[src/rtl/imem_loader_if.sv]
// Byte-stream and instruction-memory write bundle for imem_loader.
// slave: loader view (consumes bytes, drives the memory write port).
// master: environment view (byte source and memory/observer side).
interface imem_loader_if #(
    parameter int DATA_WIDTH    = 32,
    parameter int ADDRESS_WIDTH = 32
);
    logic [7:0]               byte_i;
    logic                     byte_valid_i;
    logic                     byte_ready_o;
    logic                     mem_we_o;
    logic [ADDRESS_WIDTH-1:0] mem_addr_o;
    logic [DATA_WIDTH-1:0]    mem_wdata_o;

    modport slave (
        input  byte_i,
        input  byte_valid_i,
        output byte_ready_o,
        output mem_we_o,
        output mem_addr_o,
        output mem_wdata_o
    );

    modport master (
        output byte_i,
        output byte_valid_i,
        input  byte_ready_o,
        input  mem_we_o,
        input  mem_addr_o,
        input  mem_wdata_o
    );
endinterface

[src/rtl/imem_loader.sv]
// imem_loader: length-prefixed byte-stream loader for the instruction memory.
// Assembles little-endian 32-bit words, writes one word per WRITE cycle and
// holds the processor in reset while a load is in progress.
// Optional build macro IMEM_LOADER_CHECKSUM_EN adds a trailing XOR checksum
// byte (CHK state); without it the last WRITE goes straight to DONE.
//
// state  | meaning
// IDLE   | after reset, waiting for start_i
// LEN_LO | waiting for low length byte
// LEN_HI | waiting for high length byte, then range check
// DATA   | collecting the 4 bytes of the next word
// WRITE  | one-cycle memory write strobe
// CHK    | waiting for checksum byte (checksum build only)
// DONE   | load finished, processor released
// ERROR  | load aborted, processor kept in reset
module imem_loader #(
    parameter int DATA_WIDTH    = 32,   // word assembly below assumes 32
    parameter int ADDRESS_WIDTH = 32,
    parameter int MEM_SIZE      = 256
) (
    input  logic              clk,
    input  logic              rst,
    input  logic              start_i,
    imem_loader_if.slave      bus,
    output logic              cpu_hold_o,
    output logic              busy_o,
    output logic              done_o,
    output logic              error_o,
    output logic [15:0]       words_loaded_o
);

    typedef enum logic [2:0] {
        S_IDLE,
        S_LEN_LO,
        S_LEN_HI,
        S_DATA,
        S_WRITE,
`ifdef IMEM_LOADER_CHECKSUM_EN
        S_CHK,
`endif
        S_DONE,
        S_ERROR
    } state_t;

    // 17 bits so a 16-bit length of 65535 compares correctly against the limit
    localparam logic [16:0] MEM_LIMIT = 17'(MEM_SIZE);

    state_t                   state;
    state_t                   state_nxt;
    logic [15:0]              len_q;
    logic [1:0]               byte_idx;
    logic [23:0]              word_q;
    logic [15:0]              words_q;
    logic [ADDRESS_WIDTH-1:0] addr_q;
    logic [DATA_WIDTH-1:0]    wdata_q;
`ifdef IMEM_LOADER_CHECKSUM_EN
    logic [7:0]               xor_q;
`endif

    logic        ready;
    logic        accept;
    logic        start_ok;
    logic        we;
    logic [15:0] len_full;
    logic [15:0] words_inc;

    // ready depends on state only so the source never sees a combinational path back
    assign ready = (state == S_LEN_LO) || (state == S_LEN_HI) || (state == S_DATA)
`ifdef IMEM_LOADER_CHECKSUM_EN
                   || (state == S_CHK)
`endif
                   ;
    assign accept    = bus.byte_valid_i & ready;
    assign start_ok  = start_i & ((state == S_IDLE) || (state == S_DONE) || (state == S_ERROR));
    assign len_full  = {bus.byte_i, len_q[7:0]};
    assign words_inc = words_q + 16'd1;

    assign bus.byte_ready_o = ready;
    assign bus.mem_we_o     = we;
    assign bus.mem_addr_o   = addr_q;
    assign bus.mem_wdata_o  = wdata_q;
    assign words_loaded_o   = words_q;

    // State register
    always_ff @(posedge clk or negedge rst) begin
        if (!rst) state <= S_IDLE;
        else      state <= state_nxt;
    end

    // Next-state and state-decoded outputs
    always_comb begin
        state_nxt  = state;
        we         = 1'b0;
        busy_o     = 1'b0;
        cpu_hold_o = 1'b0;
        done_o     = 1'b0;
        error_o    = 1'b0;
        case (state)
            S_IDLE: begin
                if (start_ok) state_nxt = S_LEN_LO;
            end
            S_LEN_LO: begin
                busy_o     = 1'b1;
                cpu_hold_o = 1'b1;
                if (accept) state_nxt = S_LEN_HI;
            end
            S_LEN_HI: begin
                busy_o     = 1'b1;
                cpu_hold_o = 1'b1;
                if (accept) begin
                    if (len_full == 16'd0)                state_nxt = S_DONE;
                    else if ({1'b0, len_full} > MEM_LIMIT) state_nxt = S_ERROR;
                    else                                   state_nxt = S_DATA;
                end
            end
            S_DATA: begin
                busy_o     = 1'b1;
                cpu_hold_o = 1'b1;
                if (accept && byte_idx == 2'd3) state_nxt = S_WRITE;
            end
            S_WRITE: begin
                we         = 1'b1;
                busy_o     = 1'b1;
                cpu_hold_o = 1'b1;
                if (words_inc == len_q) begin
`ifdef IMEM_LOADER_CHECKSUM_EN
                    state_nxt = S_CHK;
`else
                    state_nxt = S_DONE;
`endif
                end else begin
                    state_nxt = S_DATA;
                end
            end
`ifdef IMEM_LOADER_CHECKSUM_EN
            S_CHK: begin
                busy_o     = 1'b1;
                cpu_hold_o = 1'b1;
                if (accept) state_nxt = (bus.byte_i == xor_q) ? S_DONE : S_ERROR;
            end
`endif
            S_DONE: begin
                done_o = 1'b1;
                if (start_ok) state_nxt = S_LEN_LO;
            end
            S_ERROR: begin
                error_o    = 1'b1;
                cpu_hold_o = 1'b1;
                if (start_ok) state_nxt = S_LEN_LO;
            end
            default: state_nxt = S_IDLE;
        endcase
    end

    // Length capture, word assembly, write port registers and word count
    always_ff @(posedge clk or negedge rst) begin
        if (!rst) begin
            len_q    <= '0;
            byte_idx <= '0;
            word_q   <= '0;
            words_q  <= '0;
            addr_q   <= '0;
            wdata_q  <= '0;
`ifdef IMEM_LOADER_CHECKSUM_EN
            xor_q    <= '0;
`endif
        end else if (start_ok) begin
            len_q    <= '0;
            byte_idx <= '0;
            words_q  <= '0;
`ifdef IMEM_LOADER_CHECKSUM_EN
            xor_q    <= '0;
`endif
        end else begin
            case (state)
                S_LEN_LO: if (accept) len_q[7:0]  <= bus.byte_i;
                S_LEN_HI: if (accept) len_q[15:8] <= bus.byte_i;
                S_DATA: begin
                    if (accept) begin
                        byte_idx <= byte_idx + 2'd1;
`ifdef IMEM_LOADER_CHECKSUM_EN
                        xor_q    <= xor_q ^ bus.byte_i;
`endif
                        case (byte_idx)
                            2'd0: word_q[7:0]   <= bus.byte_i;
                            2'd1: word_q[15:8]  <= bus.byte_i;
                            2'd2: word_q[23:16] <= bus.byte_i;
                            default: begin
                                // 4th byte goes straight into the write register
                                wdata_q <= DATA_WIDTH'({bus.byte_i, word_q});
                                addr_q  <= ADDRESS_WIDTH'({words_q, 2'b00});
                            end
                        endcase
                    end
                end
                S_WRITE: words_q <= words_inc;
                default: ;
            endcase
        end
    end

endmodule

[src/flat_wrapper.sv]
// flat-port wrapper written by rule: the top's interface ports become plain ports
module imem_loader_flat 
#(
    parameter int DATA_WIDTH    = 32,                                    
    parameter int ADDRESS_WIDTH = 32,
    parameter int MEM_SIZE      = 256
)
  (clk, rst, start_i, cpu_hold_o, busy_o, done_o, error_o, words_loaded_o, bus_byte_i, bus_byte_valid_i, bus_byte_ready_o, bus_mem_we_o, bus_mem_addr_o, bus_mem_wdata_o);
  imem_loader_if #(.DATA_WIDTH(DATA_WIDTH), .ADDRESS_WIDTH(ADDRESS_WIDTH)) bus_i ();
  input  logic clk;
  input  logic rst;
  input  logic start_i;
  output logic cpu_hold_o;
  output logic busy_o;
  output logic done_o;
  output logic error_o;
  output logic [15:0] words_loaded_o;
  input wire logic [$bits(bus_i.byte_i)-1:0] bus_byte_i;
  input wire logic [$bits(bus_i.byte_valid_i)-1:0] bus_byte_valid_i;
  output wire logic [$bits(bus_i.byte_ready_o)-1:0] bus_byte_ready_o;
  output wire logic [$bits(bus_i.mem_we_o)-1:0] bus_mem_we_o;
  output wire logic [$bits(bus_i.mem_addr_o)-1:0] bus_mem_addr_o;
  output wire logic [$bits(bus_i.mem_wdata_o)-1:0] bus_mem_wdata_o;
  assign bus_i.byte_i = bus_byte_i;
  assign bus_i.byte_valid_i = bus_byte_valid_i;
  assign bus_byte_ready_o = bus_i.byte_ready_o;
  assign bus_mem_we_o = bus_i.mem_we_o;
  assign bus_mem_addr_o = bus_i.mem_addr_o;
  assign bus_mem_wdata_o = bus_i.mem_wdata_o;
  imem_loader #(.DATA_WIDTH(DATA_WIDTH), .ADDRESS_WIDTH(ADDRESS_WIDTH), .MEM_SIZE(MEM_SIZE)) u_core (.clk(clk), .rst(rst), .start_i(start_i), .bus(bus_i), .cpu_hold_o(cpu_hold_o), .busy_o(busy_o), .done_o(done_o), .error_o(error_o), .words_loaded_o(words_loaded_o));
endmodule
[config.mk]
export PLATFORM = sky130hd
export DESIGN_NAME = imem_loader_flat
export DESIGN_NICKNAME = d
export VERILOG_FILES = /design/src/rtl/imem_loader_if.sv /design/src/rtl/imem_loader.sv /design/src/flat_wrapper.sv
export SDC_FILE = /design/constraint.sdc
export NUM_CORES = 1
export LEC_CHECK = 0
export ABC_CLOCK_PERIOD_IN_PS = 2100
export CORE_MARGIN = 5
export CORE_UTILIZATION = 45
export DETAILED_ROUTE_END_ITERATION = 8
export GPL_ROUTABILITY_DRIVEN = 0
export PLACE_DENSITY = 0.7
export SYNTH_ARGS = -nofsm -noshare
export SYNTH_HDL_FRONTEND = slang
export SYNTH_SLANG_ARGS = --single-unit
[constraint.sdc]
create_clock -name clk -period 2.1 [get_ports clk]
set_input_delay 0.42 -clock clk [delete_from_list [all_inputs] [get_ports clk]]
set_output_delay 0.42 -clock clk [all_outputs]
set_load 0.05 [all_outputs]
; Word level (Yosys, flattened, before mapping)
; Index checks and enable logic that the tools add are counted.
[totals]
input_bits = 12
elab_cells = 78
output_inout_bits = 86
reg_bits = 109
[op_classes]
n_reduce_logical = 25
n_eq_ne = 14
n_lt_le_gt_ge = 1
mux = 22
add_sub_neg = 2
bitwise_logic = 4
[op_table]
columns = cell, count
row1 = 2-to-1 mux 16 bit, 3
row2 = 2-to-1 mux 8 bit, 3
row3 = 2-to-1 mux 3 bit, 7
row4 = AND reduction 4 bit, 5
row5 = "adder 16 x 1 -> 16 bit, second input constant", 1
row6 = equality test 16 bit, 1
row7 = "greater-than comparator 16 x 9 -> 1 bit, second input constant", 1
row8 = logical NOT 16 bit, 1
row9 = one-hot mux 3 bit (5 select lines), 1
row10 = nonzero test 2 bit, 5
row11 = "equality test 3 bit, second input constant", 3
row12 = "equality test 3 x 2 -> 1 bit, second input constant", 2
row13 = 2-to-1 mux 2 bit, 3
row14 = "!= test 2 x 1 -> 1 bit, second input constant", 3
row15 = AND reduction 2 bit, 3
row16 = OR reduction 3 bit, 2
row17 = 2-to-1 mux 1 bit, 5
row18 = OR reduction 5 bit, 1
row19 = "equality test 2 bit, second input constant", 2
row20 = logical OR 1 bit, 4
row21 = OR reduction 4 bit, 1
row22 = "equality test 3 x 1 -> 1 bit, second input constant", 1
row23 = logical NOT 3 bit, 1
row24 = "adder 2 x 1 -> 2 bit, second input constant", 1
row25 = 6 further kinds, 8

; Logic depth before layout (Yosys ltp)
[depth]
ltp_word = 7
mapped_depth = 8
mapped_depth_nobuf = 7

; Worst setup path after synthesis
; No wires, ideal clock.
[synth_path]
path_type = register -> register
startpoint = register u_core.words_q[0] (netlist: u_core.words_loaded_o[0])
endpoint = register u_core.state[1]
setup_slack_ps = -192
path_buffers = 0
stages_incl_launch_ff = 8
required_time_ps = 1982
setup_time_ps = 118
synth_period_minus_slack_ps = 2292
arrival_ps = 2174
cell_sequence = dfrtp_1 > ha_1 > nand3_2 > nor4_2 > xnor2_1 > and3_1 > nand4_1 > a21o_1
[synth_via]
elab_chain_cells = 4
[synth_lines]
columns = element, line_no
row1 = "start, declared", imem_loader.sv:53  ; logic [15:0] words_q;
row2 = "start signal, assigned", imem_loader.sv:196  ; S_WRITE: words_q <= words_inc;
row3 = adder 16 x 1 -> 16 bit, imem_loader.sv:76  ; assign words_inc = words_q + 16'd1;
row4 = equality test 16 bit, imem_loader.sv:125  ; if (words_inc == len_q) begin
row5 = 2-to-1 mux 3 bit, imem_loader.sv:125
row6 = one-hot mux 3 bit (5 select lines), imem_loader.sv:98  ; case (state)
row7 = "end signal, assigned", imem_loader.sv:87  ; else state <= state_nxt;
row8 = "end, declared", imem_loader.sv:48  ; state_t state;
; Every way passes these cells.
; A chain may end at the register's enable or synchronous reset.

; Worst setup path after layout
[layout_path]
startpoint = register u_core.words_q[1] (netlist: u_core.words_loaded_o[1])
endpoint = output words_loaded_o[1]
[layout_lines]
columns = element, line_no
row1 = "end, declared", flat_wrapper.sv:17  ; output logic [15:0] words_loaded_o;
; No word-level cell between the ends.

==> results.py <==
metrics = {
    "clock_network": {
        "clock_latency_ns": 0.36,
        "cts_root_buffer": "clkbuf_16",
        "tritoncts": "done",
        "htreeDepth": 3,
        "clk_pin_slew_ns": 0.08,
        "cts_buffer_depth": 2,
        "cts_buffers": 9,
        "clock_sinks": 109,
    },
    "power_and_ir_drop": {
        "powerDensity_mw_per_mm2": 1216,
        "p_leak_nw": 3.167,
        "peakVddDrop_mv": 0.9048,
    },
    "yosys": {
        "async_flop_share_pct": 100.0,
        "synthFlopType": "dfrtp_1",
        "synth_edf_count": 0,
        "postSynthAreaPerCell_um2": 11.75,
        "synth_cell_type_count": 54,
        "ys_seq_area_share_pct": 52.05,
        "synthCells": 446,
        "yosysWarnings": 0,
        "ys_ff_latch": 109,
        "netlist_area_mm2": 0.005240,
    },
    "min_path": {
        "hold_path_class": "flop to flop",
        "whs_path_depth": 1,
    },
    "cells_and_area": {
        "nFillCells": 958,
        "multi_input_area_mm2": 0.002350,
        "fin_nets": 573,
        "final_util_pct": 59.22,
        "regArea_mm2": 0.002734,
        "num_antenna_cells": 0,
        "fin_area_mm2": 0.006761,
        "syn_to_final_growth_pct": 29.04,
        "final_layout_size_suffix_gt1_share_pct": 30.84,
    },
    "floorplan": {
        "die_h_um": 117.9,
        "fp-row-count": 39,
        "pin_count": 98,
        "start_util_pct": 45.89,
        "die_w_um": 117.9,
        "die_area_mm2": 0.01390,
        "design.core.area_mm2": 0.01142,
    },
    "detailed_routing": {
        "routed_wirelength_um": 12270,
        "firstDrtPassIters": 4,
        "drt_iter0_drc": 247,
        "post_drt_wl_per_cell_um": 17.43,
        "vias": 3729,
        "vias_per_cell": 5.297,
        "drc_errors": 0,
        "ant_nets": 0,
    },
    "placement": {
        "place_area_mm2": 0.006405,
        "port_buffers": 81,
        "pre_cts_ws_ns": -0.2949,
        "dp_hpwl_um": 8812,
    },
    "critical_path": {
        "critPathBufInv": 1,
        "worstPathArrival_ns": 1.64,
        "crit_family": "buffers and inverters",
        "slowest_delay_ns": 0.83,
        "cp_slowest_cell": "clkdlybuf4s50_1",
        "worstSetupStartpointType": "flop",
        "cp_max_fo": 7,
        "cp_num_cells": 1,
        "crit_type": "flop to output port",
        "cp_cell_sequence": "clkdlybuf4s50_1",
        "critical_path_required_ns": 1.68,
        "rr_worst_depth": 8,
        "critPathCaptureType": "output port",
    },
    "sta": {
        "fin_crit_sh_pct": 97.92,
        "period_needed_ns": 2.056,
        "skew_ns": 0.01112,
        "whs_ns": 0.5042,
        "relSlewSlack_pct": 63.62,
        "grt_setup_unrepaired": "false",
        "tightestPinTransition_ns": 0.5440,
        "slew_viol_final": 0,
        "max_freq_mhz": 486.3,
        "final-hold-violation-count": 0,
        "setup_viol": 0,
        "final.setup.worst_slack_ns": 0.04367,
    },
    "grt": {
        "grt_pass1_wl_um": 20320,
        "antenna_found_initial": 0,
        "grt_max_degree": 40,
        "first_global_vias": 3870,
        "track_usage_pct": 18.15,
        "gr-total-overflow": 0,
    },
    "flow_run": {
        "drv_cap": 0,
    },
    "outcome": {
        "status": "completed",
    },
}
sequential cells by signal (all words and copies together) (netlist names):
signal and count:
u_core.bus.mem_wdata_o 32, u_core.len_q 16, u_core.state 3, u_core.word_q 24
u_core.byte_idx 2, u_core.words_loaded_o 16, u_core.bus.mem_addr_o 16
power breakdown:
| group | internal (mW) | total, mW | switching [mW] |
|---|---|---|---|
| Sequential | 2.68 | 3.08 | 0.402 |
| Clock | 0.861 | 1.68 | 0.819 |
| Combinational | 1.47 | 3.46 | 1.99 |
final cells by class:
| type | instances | share of cell area, % |
|---|---|---|
| flip-flops and latches | 109 | 40.43 |
| clock inverters | 6 | 0.7772 |
| inverters | 8 | 0.4441 |
| well taps | 143 | 2.646 |
| repair buffers | 123 | 17.41 |
| clock buffers | 10 | 3.534 |
| multi-input cells | 305 | 34.75 |
logic make-up after synthesis:
family	after synthesis	synth area share, %
DFF	109	52.05
AOI/OAI and AO/OA	50	6.041
other	1	0.07156
buffers and inverters	47	4.991
adders and majority gates	5	1.194
muxes	89	18.72
xor gates and xnor gates	31	5.181
and+or+nand+nor	114	11.75
worst paths after layout:
| check | slack (ns) | endpoint | startpoint |
|---|---|---|---|
| min in group asynchronous | 0.52 | u_core.bus.mem_addr_o[14] | rst |
| min reg2reg | 0.50 | u_core.bus.mem_wdata_o[14] | u_core.word_q[14] |
| max reg2reg | 0.12 | u_core.state[1] | u_core.words_loaded_o[0] |
| max in group asynchronous | 0.96 | u_core.word_q[1] | rst |
| max | 0.04 | words_loaded_o[1] | u_core.words_loaded_o[1] |
| min | 0.50 | u_core.bus.mem_wdata_o[14] | u_core.word_q[14] |
placed cells by master (no fill, tap or decap), drive strengths merged, types with 2 or more instances in the layout:
cell	instances
a211oi	2
a21oi	11
a31oi	4
and3	6
and4	2
buf	61
clkbuf	10
clkdlybuf4s50	60
conb	16
dfrtp	109
ha	5
inv	12
mux2	72
mux2i	17
nand2	24
nand2b	3
nand3	7
nand4	7
nor2	47
nor2b	2
nor3	5
nor4	6
o21ai	16
o221ai	2
o22ai	2
o31ai	2
or3	2
xnor2	17
xor2	14
synthesized netlist by cell type (3+ instances only):
cell      count  area, um^2
clkbuf_1      5       18.77
xnor2_1      17       148.9
nor2_1       46       172.7
a21oi_1      11       55.05
o21ai_0      14       70.07
buf_2        14       70.07
a31oi_1       4       25.02
dfrtp_1     109        2728
nor4_2        3       37.54
buf_4        18       135.1
xor2_1       14       122.6
nor3_1        3       15.01
ha_1          5       62.56
inv_1         8       30.03
mux2i_1      17       170.2
mux2_2       72       810.8
nand3_1       5       25.02
and3_1        6       37.54
nand2b_1      3       18.77
nand2_1      24       90.09
nand4_1       5       31.28
repair_timing:
item	CTS	global route
hold buffers	1	0
gates resized for setup	1	10
setup buffers	0	2
pin swaps	0	2
endpoints found under the hold margin	26	0
setup endpoints to repair	1	2
routing by layer:
metal	wire length, um	GRT usage, %	vias to the layer above	part of all wire [%]
met5	0	0	-	0
met4	156	4.875	0	1.3
met1	5284	22.76	1863	43
met2	6066	30.06	111	49
li1	-	-	1739	-
met3	764	6.103	16	6.2
through the flow:
stage	TNS, ns	instances	total power, mW
2_1_floorplan	-0.01686	461	5.351
3_3_place_gp	-0.7470	685	6.446
3_5_place_dp	-0.7900	685	6.555
4_1_cts	0	702	8.252
5_1_grt	0	704	8.684
6_report	0	704	8.221
Power figures use the tool's default switching activity.
